File: src/rtl/cpu_defs.sv
// Shared CPU definitions: memory arbiter FSM state, grant owner, default access length.
package cpu_defs;

  // Default number of cycles an MMU access is held
  localparam int unsigned WAIT_CYCLES_DEF = 2;

  typedef enum logic [1:0] {
    ARB_IDLE   = 2'd0,
    ARB_ACCESS = 2'd1,
    ARB_DONE   = 2'd2
  } arb_state_e;

  // Which requester owns the current access
  typedef enum logic {
    GNT_FETCH = 1'b0,
    GNT_DATA  = 1'b1
  } arb_grant_e;

endpackage

File: src/rtl/mem_arbiter.sv
// Two-port memory arbiter: instruction fetch and data ports share one MMU.
// Data port wins on conflict; a losing fetch stays pending and is served after DONE.
// Each access holds the MMU strobes for WAIT_CYCLES cycles, then pulses ready for one cycle.
module mem_arbiter
  import cpu_defs::*;
#(
  parameter int unsigned WAIT_CYCLES = WAIT_CYCLES_DEF
) (
  input  logic        clk,
  input  logic        rst,
  // instruction fetch port
  input  logic        if_req,
  input  logic [31:0] if_addr,
  output logic [31:0] if_rdata,
  output logic        if_ready,
  // data port
  input  logic        mem_read,
  input  logic        mem_write,
  input  logic [31:0] mem_addr,
  input  logic [31:0] mem_wdata,
  input  logic        mem_bytemode,
  output logic [31:0] mem_rdata,
  output logic        mem_ready,
  // MMU side
  output logic        mmu_read,
  output logic        mmu_write,
  output logic [31:0] mmu_addr,
  output logic [31:0] mmu_wdata,
  output logic        mmu_bytemode,
  input  logic [31:0] mmu_rdata,
  // pipeline
  output logic        stall_req
);

  // Counter is loaded with WAIT_CYCLES-1 so the strobes cover exactly WAIT_CYCLES cycles
  localparam logic [3:0] CNT_INIT = 4'(WAIT_CYCLES - 1);

  arb_state_e  state_q, state_d;
  arb_grant_e  grant_q, grant_d;
  logic [3:0]  cnt_q, cnt_d;
  logic        mmu_read_q, mmu_read_d;
  logic        mmu_write_q, mmu_write_d;
  logic [31:0] mmu_addr_q, mmu_addr_d;
  logic [31:0] mmu_wdata_q, mmu_wdata_d;
  logic        mmu_bytemode_q, mmu_bytemode_d;
  logic        if_ready_q, if_ready_d;
  logic        mem_ready_q, mem_ready_d;
  logic [31:0] if_rdata_q, if_rdata_d;
  logic [31:0] mem_rdata_q, mem_rdata_d;

  logic data_req;
  assign data_req = mem_read | mem_write;

  // Next-state: grant in IDLE, count down in ACCESS, single ready cycle in DONE
  always_comb begin
    state_d        = state_q;
    grant_d        = grant_q;
    cnt_d          = cnt_q;
    mmu_read_d     = mmu_read_q;
    mmu_write_d    = mmu_write_q;
    mmu_addr_d     = mmu_addr_q;
    mmu_wdata_d    = mmu_wdata_q;
    mmu_bytemode_d = mmu_bytemode_q;
    if_rdata_d     = if_rdata_q;
    mem_rdata_d    = mem_rdata_q;
    if_ready_d     = 1'b0;
    mem_ready_d    = 1'b0;

    unique case (state_q)
      ARB_IDLE: begin
        if (data_req) begin
          // read+write together is treated as a write
          state_d        = ARB_ACCESS;
          grant_d        = GNT_DATA;
          cnt_d          = CNT_INIT;
          mmu_read_d     = mem_read & ~mem_write;
          mmu_write_d    = mem_write;
          mmu_addr_d     = mem_addr;
          mmu_wdata_d    = mem_wdata;
          mmu_bytemode_d = mem_bytemode;
        end else if (if_req) begin
          state_d        = ARB_ACCESS;
          grant_d        = GNT_FETCH;
          cnt_d          = CNT_INIT;
          mmu_read_d     = 1'b1;
          mmu_write_d    = 1'b0;
          mmu_addr_d     = if_addr;
          mmu_wdata_d    = 32'h0;
          mmu_bytemode_d = 1'b0;
        end
      end
      ARB_ACCESS: begin
        if (cnt_q == 4'd0) begin
          if (mmu_read_q) begin
            if (grant_q == GNT_DATA) mem_rdata_d = mmu_rdata;
            else                     if_rdata_d  = mmu_rdata;
          end
          mmu_read_d  = 1'b0;
          mmu_write_d = 1'b0;
          if_ready_d  = (grant_q == GNT_FETCH);
          mem_ready_d = (grant_q == GNT_DATA);
          state_d     = ARB_DONE;
        end else begin
          cnt_d = cnt_q - 4'd1;
        end
      end
      ARB_DONE: begin
        state_d = ARB_IDLE;
      end
      default: begin
        state_d = ARB_IDLE;
      end
    endcase
  end

  // State and registered outputs; reset aborts any access in flight
  always_ff @(posedge clk) begin
    if (rst) begin
      state_q        <= ARB_IDLE;
      grant_q        <= GNT_FETCH;
      cnt_q          <= 4'd0;
      mmu_read_q     <= 1'b0;
      mmu_write_q    <= 1'b0;
      mmu_addr_q     <= 32'h0;
      mmu_wdata_q    <= 32'h0;
      mmu_bytemode_q <= 1'b0;
      if_ready_q     <= 1'b0;
      mem_ready_q    <= 1'b0;
      if_rdata_q     <= 32'h0;
      mem_rdata_q    <= 32'h0;
    end else begin
      state_q        <= state_d;
      grant_q        <= grant_d;
      cnt_q          <= cnt_d;
      mmu_read_q     <= mmu_read_d;
      mmu_write_q    <= mmu_write_d;
      mmu_addr_q     <= mmu_addr_d;
      mmu_wdata_q    <= mmu_wdata_d;
      mmu_bytemode_q <= mmu_bytemode_d;
      if_ready_q     <= if_ready_d;
      mem_ready_q    <= mem_ready_d;
      if_rdata_q     <= if_rdata_d;
      mem_rdata_q    <= mem_rdata_d;
    end
  end

  assign mmu_read     = mmu_read_q;
  assign mmu_write    = mmu_write_q;
  assign mmu_addr     = mmu_addr_q;
  assign mmu_wdata    = mmu_wdata_q;
  assign mmu_bytemode = mmu_bytemode_q;
  assign if_ready     = if_ready_q;
  assign mem_ready    = mem_ready_q;
  assign if_rdata     = if_rdata_q;
  assign mem_rdata    = mem_rdata_q;

  // Stall while any request is outstanding and not completing this cycle
  assign stall_req = (if_req & ~if_ready_q) | (data_req & ~mem_ready_q);

endmodule
File: config.mk
export PLATFORM = sky130hd
export DESIGN_NAME = mem_arbiter
export DESIGN_NICKNAME = d
export VERILOG_FILES = /design/src/rtl/cpu_defs.sv /design/src/rtl/mem_arbiter.sv
export SDC_FILE = /design/constraint.sdc
export NUM_CORES = 1
export LEC_CHECK = 0
export BUFFER_PORTS_ARGS = -buffer_cell sky130_fd_sc_hd__clkbuf_2
export CAP_MARGIN = 20
export CORE_AREA = 5 5 157 159
export CTS_CLUSTER_DIAMETER = 200
export DETAILED_ROUTE_END_ITERATION = 6
export DIE_AREA = 0 0 162 164
export GPL_TIMING_DRIVEN = 0
export PLACE_DENSITY = 0.52
export SLEW_MARGIN = 20
export SYNTH_ARGS = -nofsm -noshare
export SYNTH_HDL_FRONTEND = slang
export SYNTH_SLANG_ARGS = --single-unit
File: constraint.sdc
create_clock -name clk -period 1.6 [get_ports clk]
set_clock_uncertainty 0.05 [all_clocks]
set_input_delay 0 -clock clk [delete_from_list [all_inputs] [get_ports clk]]
set_output_delay 0 -clock clk [all_outputs]
set_load 0.005 [all_outputs]
==> results.yml <==
status:
  status: "finished with violations"
  violations: "negative setup slack"
clocking:
  cts.sinks: 140
  cts_max_path_buffers: 2
  path_clk_slew_ns: 0.06
  cts_tree: "yes"
  cts-buffers-inserted: 17
  clockRootBuffer: "clkbuf_16"
  htree_num_levels: 4
  clkLatencyLatePin_ns: 0.41
finish:
  areaGrowthSynthToFinish_pct: 68.9
  diodes: 0
  final_util_pct: 41.3
  nNetsFinal: 1250
  fillCellCount: 2385
  final_cell_count_no_fill: 1417
  final_cell_area_um2: 9540
  drive_above_1_share_pct: 34.6
sta:
  rsz0062_at_grt: "true"
  setup_viol: 23
  max_freq_mhz: 608
  worstMarginPinSlew_ns: 0.566
  fin_crit_sh_pct: 103
  final-hold-violation-count: 0
  finalCriticalPeriod_ns: 1.65
  worst_slack_ns: -0.0457
  relSlewSlack_pct: 62.3
  slew_viol_final: 0
power_and_ir_drop:
  vdd_drop_max_mv: 0.499
  p_per_area_nw_per_um2: 1090
  power.total_mw: 10.4
  power_leakage_nw: 4.07
placed_design:
  dp_cells: 1244
  dp_hpwl_um: 16800
  place.gp.congestion: 0.838
  port_buffers: 266
  dp_slack_ns: -0.307
  dpl-instance-area_um2: 7360
logic_synthesis:
  syn_avg_cell_area_um2: 8.21
  synth_edf_count: 0
  async_flop_share_pct: 0
  synth.top_cell.area_share_pct: 49.6
  syn_inst: 688
  ys_ff_latch: 140
  ys.flop_type: "dfxtp_1"
  synth_seq_area_share_pct: 49.6
  synth_top_area_cell: "dfxtp_1"
  syn_nets: 824
  synth.area.top_cells: "dfxtp_1 50%, a21oi_1 12%, nand3_1 8.6%"
  ys_types: 39
  yosys_warnings: 0
  synth_area_um2: 5650
setup_path:
  reg2regPathDepth: 7
  required_ns: 1.83
  setup.worst_path.end_class: "register"
  crit_type: "reg2reg"
  worstPathMaxFanout: 10
  reg2reg_slack_ns: -0.05
  r2r_start: "cnt_q[1]"
  reg2reg_to: "if_rdata[15]"
  startpoint_type: "register"
  crit_arrival_ns: 1.88
grt:
  grt_pass1_wl_um: 37000
  grt_overflow: 0
  grt_max_degree: 17
  antenna_found_initial: 0
  grt_usage_pct: 17.4
  grt_pass1_vias: 6980
detailed_routing:
  wl_met3_um: 1330
  wl_per_cell_um: 16.6
  drt_first_pass_iters: 6
  drt_first_iter_violations: 379
  dr_wl_met2_um: 11400
  num_vias: 6746
  vias_per_cell: 4.76
  drt_wl_total_um: 23500
  drc: 0
  drtAntennaViolNets: 0
  wl_met1_um: 10300
  top_layer: "met4"
min_path:
  hp-start: "rst"
  hold-path-endpoint: "cnt_q[0]"
  hold_depth: 3
  hold_path.class: "in2reg"
floorplan:
  chipHeight_um: 164
  start_util_pct: 24.4
  die_w_um: 162
  core-area_um2: 23100
  fp-row-count: 56
  io-pin-count: 268
  dieArea_um2: 26600
job:
  maxCapViolCount: 0
-- worst max-delay path by stage --
| stage | endpoint | depth (start not counted) | from |
|---|---|---|---|
| after floorplan | if_rdata[22] | 7 | cnt_q[1] |
| after global placement | mmu_wdata[22] | 4 | state_q[0] |
| after detailed placement | mmu_addr[29] | 4 | state_q[0] |
| after CTS | if_rdata[24] | 7 | cnt_q[1] |
| after global routing | if_rdata[30] | 7 | cnt_q[1] |
| final | if_rdata[15] | 7 | cnt_q[1] |
-- cell families (layout without fill, tap and decap cells) --
family	Yosys count	in the layout	share of synthesized area [%]
AOI/OAI and AO/OA	274	274	26.9
adders and majority gates	2	2	0.443
buffers and inverters	81	520	6.60
DFF	140	140	49.6
and+or+nand+nor	191	191	16.4
-- cell usage in the layout, fill, tap and decap left out, types with 3 or more instances in the layout --
master / netlist / final
clkbuf_2: 0 / 279
dfxtp_1: 140 / 135
dlygate4sd3_1: 0 / 134
a21oi_1: 135 / 132
nand3_1: 97 / 97
nand2_1: 69 / 69
o21ai_1: 41 / 51
o21ai_0: 57 / 33
a311oi_1: 32 / 32
clkbuf_1: 40 / 24
clkbuf_16: 0 / 17
buf_4: 5 / 16
buf_2: 28 / 15
o21ai_2: 0 / 13
clkbuf_4: 0 / 7
buf_6: 2 / 6
clkinv_2: 0 / 5
dfxtp_2: 0 / 5
o221ai_1: 4 / 4
inv_1: 5 / 3
or3_1: 3 / 3
a21oi_2: 0 / 3
-- cells in the mapped netlist (2+ instances only) --
master	count
o21ai_1	41
a311oi_1	32
nor3_1	2
dfxtp_1	140
buf_6	2
nand2b_1	2
or3_1	3
buf_2	28
inv_1	5
a21oi_1	135
nand2_1	69
clkbuf_1	40
o221ai_1	4
buf_4	5
nor2_1	3
o21ai_0	57
ha_1	2
nand3_1	97
-- critical path: stages, from the launching register on --
cell and delay, ns:
dfxtp_2 0.32, inv_2 0.07, ha_4 0.13, or3b_4 0.42, buf_8 0.16, buf_6 0.15
o21ai_1 0.13, a21oi_1 0.08
-- per-stage QoR --
step / hold WS [ns] / TNS [ns]
after floorplan: 0.0784 / 0
after global placement: 0.193 / -18.34
after detailed placement: 0.196 / -20.24
after CTS: 0.0542 / -0.793
after global routing: 0.0809 / -3.69
final: 0.0679 / -0.642
-- power breakdown --
part / internal (mW) / switching, mW
registers: 3.77 / 0.179
clock network: 2.37 / 1.56
logic: 1.15 / 1.39
total: 7.29 / 3.13
-- routing by layer --
layer,up-vias,track usage (%)
met1,3141,21.7
met2,220,29.5
li1,3351,-
met3,34,4.39
met5,-,0
met4,0,5.54
-- state kept, by name, summed over array words and instances, names as in the netlist, 2 cells and up --
signal     count
if_rdata      32
mem_rdata     32
mmu_addr      32
mmu_wdata     32
cnt_q          4
state_q        2
-- what timing repair did --
action                                 in CTS  in global routing
setup endpoints to repair                 137                116
hold buffers                              134                  0
gates resized for setup                    47                 53
setup buffers                               6                  2
pin swaps                                  10                  7
endpoints found under the hold margin     132                  0
-- final cells by class --
class / count / area, um2 / share of cell area [%]
Buffer: 75 / 449 / 4.71
Clock inverter: 11 / 118 / 1.23
Clock buffer: 21 / 460 / 4.82
Multi-Input combinational cell: 467 / 2580 / 27.0
Sequential cell: 140 / 2810 / 29.4
Tap cell: 290 / 363 / 3.80
Timing Repair Buffer: 408 / 2750 / 28.8
Inverter: 5 / 18.8 / 0.197
Power figures use the tool's default switching activity.
